`src/rtl/level_meter.sv`:
```
// level_meter: windowed peak-magnitude meter with hold and decay of a 0..15 bar level
module level_meter #(
  parameter int WINDOW = 1024,
  parameter int HOLD   = 8
) (
  input  logic       clk,
  input  logic       rst,
  input  logic [7:0] din,
  input  logic       din_valid,
  output logic [3:0] level,
  output logic       level_valid
);
  localparam int CW = $clog2(WINDOW);
  typedef enum logic [1:0] {S_IDLE, S_HOLD, S_DECAY} state_t;
  state_t state, nstate;
  logic [CW-1:0] cnt;
  logic [6:0] mag, peak, pk;
  logic [3:0] win_lvl, lvl_q, nlevel;
  logic [7:0] hold_cnt, nhold;
  logic pend, vld_q, close, raise;
  assign mag = din[7] ? din[6:0] : (din == 8'd0 ? 7'd127 : 7'(8'd128 - din));
  assign pk = mag > peak ? mag : peak;
  assign close = din_valid && cnt == CW'(WINDOW - 1);
  assign raise = win_lvl >= lvl_q;
  // window counter and peak; the closing peak is latched and applied on the next edge
  always_ff @(posedge clk or posedge rst) begin
    if (rst) begin
      cnt <= '0;
      peak <= '0;
      win_lvl <= '0;
      pend <= 1'b0;
    end else begin
      pend <= close;
      if (din_valid) begin
        cnt <= close ? '0 : cnt + CW'(1);
        peak <= close ? '0 : pk;
      end
      if (close) win_lvl <= pk[6:3];
    end
  end
  // state, level and hold counter update once per closed window
  always_ff @(posedge clk or posedge rst) begin
    if (rst) begin
      state <= S_IDLE;
      lvl_q <= '0;
      hold_cnt <= '0;
      vld_q <= 1'b0;
    end else begin
      vld_q <= pend;
      if (pend) begin
        state <= nstate;
        lvl_q <= nlevel;
        hold_cnt <= nhold;
      end
    end
  end
  // hold/decay transition rules evaluated on the latched window level
  always_comb begin
    nstate = state;
    nlevel = lvl_q;
    nhold = hold_cnt;
    case (state)
      S_IDLE: if (win_lvl != 4'd0) begin
        nlevel = win_lvl;
        nhold = 8'(HOLD);
        nstate = S_HOLD;
      end
      S_HOLD: if (raise) begin
        nlevel = win_lvl;
        nhold = 8'(HOLD);
      end else if (hold_cnt == 8'd1) nstate = S_DECAY;
      else nhold = hold_cnt - 8'd1;
      S_DECAY: if (raise) begin
        nlevel = win_lvl;
        nhold = 8'(HOLD);
        nstate = S_HOLD;
      end else begin
        nlevel = lvl_q - 4'd1;
        nstate = lvl_q == 4'd1 ? S_IDLE : S_DECAY;
      end
      default: nstate = S_IDLE;
    endcase
  end
  // registered level and update strobe drive the outputs
  always_comb begin
    level = lvl_q;
    level_valid = vld_q;
  end
endmodule

```
`config.mk`:
```
export PLATFORM = sky130hd
export DESIGN_NAME = level_meter
export DESIGN_NICKNAME = d
export VERILOG_FILES = /design/src/rtl/level_meter.sv
export SDC_FILE = /design/constraint.sdc
export NUM_CORES = 1
export LEC_CHECK = 0
export CAP_MARGIN = 20
export CORE_ASPECT_RATIO = 1.25
export CORE_MARGIN = 2
export CORE_UTILIZATION = 32
export DETAILED_ROUTE_END_ITERATION = 10
export HOLD_SLACK_MARGIN = 0.15
export SETUP_SLACK_MARGIN = 0.3
export SYNTH_ARGS = -nofsm -noshare
export SYNTH_HDL_FRONTEND = slang
export SYNTH_SLANG_ARGS = --single-unit
export TNS_END_PERCENT = 1
```
`constraint.sdc`:
```
create_clock -name clk -period 5.2 [get_ports clk]
set_input_delay 1.04 -clock clk [delete_from_list [all_inputs] [get_ports clk]]
set_output_delay 1.04 -clock clk [all_outputs]
set_load 0.02 [all_outputs]
```
### Yosys cells after proc, flatten, opt, wreduce, memory -nomap -nowiden

Index checks and enable logic that the tools add are counted.

| storage, ports and cells | value |
|---|---|
| bits in registers | 37 |
| bits of input ports | 11 |
| output and inout bits | 5 |
| word-level logic and storage cells | 56 |

| cells by class | value |
|---|---|
| add/subtract/negate cells | 4 |
| order comparisons | 2 |
| equality and inequality tests | 11 |
| mux-type cells | 20 |
| reductions and logical operators | 10 |

Operators by type and width:

| operator | number |
|---|---|
| $mux 8 | 4 |
| $mux 7 | 4 |
| $pmux 8 s3 | 1 |
| $mux 4 | 3 |
| $pmux 4 s3 | 1 |
| $add 10x1->10 const B | 1 |
| $eq 10x10->1 const B | 1 |
| $mux 10 | 1 |
| $mux 2 | 5 |
| $ne 2x2->1 const B | 5 |
| $eq 8x1->1 const B | 1 |
| $logic_not 8->1 | 1 |
| $reduce_and 4->1 | 2 |
| $sub 8x1->8 const B | 1 |
| $gt 7x7->1 | 1 |
| $sub 1x7->7 const A | 1 |
| $pmux 2 s3 | 1 |
| $reduce_and 5->1 | 1 |
| $eq 4x1->1 const B | 1 |
| $ge 4x4->1 | 1 |
| $reduce_bool 4->1 | 1 |
| $sub 4x1->4 const B | 1 |
| $ne 3x3->1 const B | 1 |
| $reduce_bool 3->1 | 1 |
| other kinds (6) | 6 |

### Longest topological paths before layout

| depth | value |
|---|---|
| word-level depth | 6 |
| depth in mapped cells | 13 |
| mapped depth without buffers | 12 |

### Worst setup path before layout

OpenSTA, ideal clock, no wires.

| timing path | value |
|---|---|
| kind | input -> register |
| start | input port din[0] |
| end | register peak[0] |
| setup time | 0.121 ns |
| arrival | 3.159 ns |
| required time | 5.079 ns |
| setup slack | 1.920 ns |
| stages | 12 |
| path buffers | 1 |
| path through | inv_1 > ha_1 > nor3b_1 > nand3_1 > nand3_1 > ha_1 > a21oi_1 > o21ai_0 > o21ba_2 > and3_1 > clkbuf_1 > a22o_1 |

| on the way | value |
|---|---|
| word-level cells in the longest chain between the ends | 6 |
| elaborated cells between the ends (all ways) | 9 |
| those cells by class | add/sub: 1; order compare: 1; mux: 4; reduce/logical: 3 |

Ends and longest elaborated chain:

| item | line | source |
|---|---|---|
| start: declaration | 8 | `input logic [7:0] din,` |
| $sub 1x7->7 / $logic_not 8->1 (equally long branches) | 21 | `assign mag = din[7] ? din[6:0] : (din == 8'd0 ? 7'd127 : 7'(8'd128 - din));` |
| $mux 7 | 21 |  |
| $mux 7 * | 21 |  |
| $gt 7x7->1 | 22 | `assign pk = mag > peak ? mag : peak;` |
| $reduce_bool 2->1 (no line) | n/a |  |
| $reduce_and 2->1 (no line) | n/a |  |
| end signal: assignment | 36 | `peak <= close ? '0 : pk;` |
| end: declaration | 17 | `logic [6:0] mag, peak, pk;` |

Every way passes the cells marked *; elsewhere a longest branch is shown, timed or not. The select of a mux whose other input is x is not followed.
A chain may end at the register's enable or synchronous reset.

### Final worst setup path

| timing path | value |
|---|---|
| start | input port din[0] |
| end | register peak[2] |

The elaborated chain is that of the path after synthesis.

==> run_results.csv <==
group,metric,value,unit
status,status,"completed",
yosys,synth.top_cell.area_share,39.3,%
sta,tns,0,ns
placement,globalplace.congestion,0.816,
clocking,clock_latency,0.28,ns
yosys,synth_edf_count,0,
critical_path,r2r_end,"hold_cnt[5]$_DFFE_PP0P_",
sta,final_hold_viol_count,0,
sta,finClkSkew,0.00780,ns
placement,placed_cells,356,
critical_path,cp.arrival,3.90,ns
min_path,hold_start,"pend$_DFF_PP0_",
sta,period_needed,3.68,ns
clocking,postCtsHoldBufs,0,
final_layout,drive_above_1_share,5.88,%
grt,grt_pass1_vias,1790,
clocking,cts_root_buf,"clkbuf_8",
detailed_routing,firstDrtPassIters,4,
final_layout,final_nets,299,
clocking,ctsResizeCount,0,
min_path,hp-class,"register to register",
critical_path,rrSetupSlack,2.78,ns
clocking,cts_tree,"built",
power_and_ir_drop,p_per_area,315,nW/um^2
clocking,post-cts-setup-buffer-count,0,
grt,grt_max_degree,38,
detailed_routing,vias,1897,
yosys,async_reset_ff_share,100,%
final_layout,area.growth.synth_to_final,14.8,%
grt,grt_use_total,12.3,%
critical_path,critPathLaunchType,"input port",
detailed_routing,viasPerCell,5.21,
detailed_routing,drt-initial-drc-count,85,
critical_path,crit_type,"input port to register",
sta,hold-worst-slack,0.471,ns
clocking,cts.clk_slew.worst_paths,0.08,ns
critical_path,crit_fanout,7,
final_layout,antennaDiodeCount,0,
floorplanning,io_pins,16,
sta,period_share,70.8,%
yosys,syn_nets,284,
clocking,cts_buffers,5,
sta,max_freq,272,MHz
yosys,syn_inst,256,
yosys,synth_ff_type,"dfrtp_1",
yosys,yosys_warnings,0,
clocking,cts_sinks,37,
final_layout,stdcell_count,364,
floorplanning,dieHeight,100,um
min_path,hold_path_depth,0,
yosys,synth_area,2360,um^2
critical_path,required,5.42,ns
yosys,ys_ff_latch,37,
floorplanning,fp-row-count,35,
power_and_ir_drop,leakage,1.24,nW
floorplanning,fp.dieArea,8070,um^2
sta,tightest_slew,0.645,ns
critical_path,reg2reg_depth,7,
placement,io_buffer_count,15,
critical_path,end_kind,"register",
floorplanning,fp.dieW,80.8,um
detailed_routing,wl,4530,um
yosys,synthDistinctLibCells,50,
yosys,synth-seq-area-share,39.3,%
sta,slew_headroom,56.6,%
placement,hpwl,3440,um
detailed_routing,drc,0,
flow_run,drv_cap,0,
critical_path,r2r-start,"win_lvl[0]$_DFFE_PP0P_",
detailed_routing,wl_per_cell,12.4,um
sta,slew_viol_final,0,
sta,rsz0062_at_grt,"false",
min_path,holdPathEnd,"level_valid$_DFF_PP0_",
floorplanning,initial_core_util,32.4,%
detailed_routing,postRouteAntennaNets,0,
clocking,cts.path.max_buffers,2,
yosys,synth_area_leaders,"dfrtp_1 (39%), ha_1 (9.0%), nand2_1 (4.5%)",
yosys,synth.avg_cell_area,9.21,um^2
clocking,htree_levels,2,
grt,grt-ovfl-total,0,
sta,setup_viol,0,
power_and_ir_drop,ir_worst_vdd,0.123,mV
yosys,synth_top_cell_by_area,"dfrtp_1",
grt,antenna_found_initial,0,
grt,grt_first_pass_wirelength,8060,um
floorplanning,core,7270,um^2
## worst max-delay path, cell delays in order
cell and delay, ns:
clkdlybuf4s50_1 0.43, inv_1 0.09, ha_1 0.18, nor3b_1 0.35, nand3_1 0.23, nand3_1 0.19
ha_1 0.27, a21oi_1 0.15, o21ai_0 0.13, o21ba_2 0.27, o21ai_1 0.36, a22o_1 0.21
## where the power goes
group	internal, mW	switching [mW]	total [mW]	leakage (nW)
logic	0.102	0.112	0.214	0.682
registers	0.338	0.0428	0.381	0.496
clock network	0.156	0.102	0.258	0.0585
## sequential cells by signal, summed over array words and instances, names as in the netlist
| name | count |
|---|---|
| cnt | 10 |
| hold_cnt | 8 |
| win_lvl | 4 |
| state | 2 |
| peak | 7 |
| level_valid | 1 |
| level | 4 |
| pend | 1 |
## per-stage QoR
step / power, mW / setup WS (ns) / instance area (um^2) / util, %
final: 0.853 / 1.52 / 2710 / 37.2
after global routing: 0.922 / 1.13 / 2710 / 37.2
after CTS: 0.867 / 1.51 / 2710 / 37.2
after detailed placement: 0.604 / 1.22 / 2590 / 35.6
after global placement: 0.598 / 1.30 / 2590 / 35.6
after floorplan: 0.548 / 1.92 / 2360 / -
## synth_stat cells (4+ instances only)
cell and count:
and3_1 4, nand2_1 28, nand3_1 8, nor2_1 20, o211ai_1 5, nor3_1 5, o21ai_0 10, a21oi_1 10
inv_1 26, mux2i_1 8, a22o_1 7, clkbuf_1 5, nand4_1 8, a31oi_1 6, ha_1 17, xnor2_1 4
dfrtp_1 37
## placed cells by master (no fill, tap or decap), drive strengths merged, types with 4 or more instances in the layout
cell and n:
a21oi 10, a22o 7, a31oi 6, and3 4
clkbuf 7, clkdlybuf4s50 15, dfrtp 37, ha 17
inv 26, mux2i 8, nand2 28, nand3 8
nand4 8, nor2 20, nor3 5, o211ai 5
o21ai 13, xnor2 4
## how the worst max path moves through the flow
stage,slack (ns),to,startpoint,depth (start not counted)
2_1_floorplan,1.92,peak[0]$_DFFE_PP0P_,din[0],12
3_3_place_gp,1.30,peak[4]$_DFFE_PP0P_,din[0],12
3_5_place_dp,1.22,peak[2]$_DFFE_PP0P_,din[0],12
4_1_cts,1.51,peak[2]$_DFFE_PP0P_,din[0],12
5_1_grt,1.13,peak[2]$_DFFE_PP0P_,din[1],12
6_report,1.52,peak[2]$_DFFE_PP0P_,din[0],12
## cells by family (layout without fill, tap and decap cells)
| group | Yosys count | in the layout | synth area share (%) |
|---|---|---|---|
| simple gates | 90 | 90 | 19.7 |
| compound gates | 62 | 62 | 19.6 |
| flops | 37 | 37 | 39.3 |
| buf+inv | 34 | 50 | 5.84 |
| fa+ha+maj | 17 | 17 | 9.02 |
| mux | 9 | 9 | 3.87 |
| xor+xnor | 7 | 7 | 2.60 |
## area by class of cell
type | instances | area (um^2)
Clock inverter | 1 | 30.0
Clock buffer | 7 | 86.3
Tap cell | 92 | 115
Inverter | 26 | 97.6
Fill cell | 758 | 4560
Timing Repair Buffer | 16 | 158
Multi-Input combinational cell | 185 | 1290
Sequential cell | 37 | 926
## per-layer routing
layer	wire, um	GRT usage (%)
met1	2140	15.7
met2	2230	21.3
met3	112	1.89
met4	48	3.91
met5	0	0
Note: power is estimated with default switching activity, not from simulation.
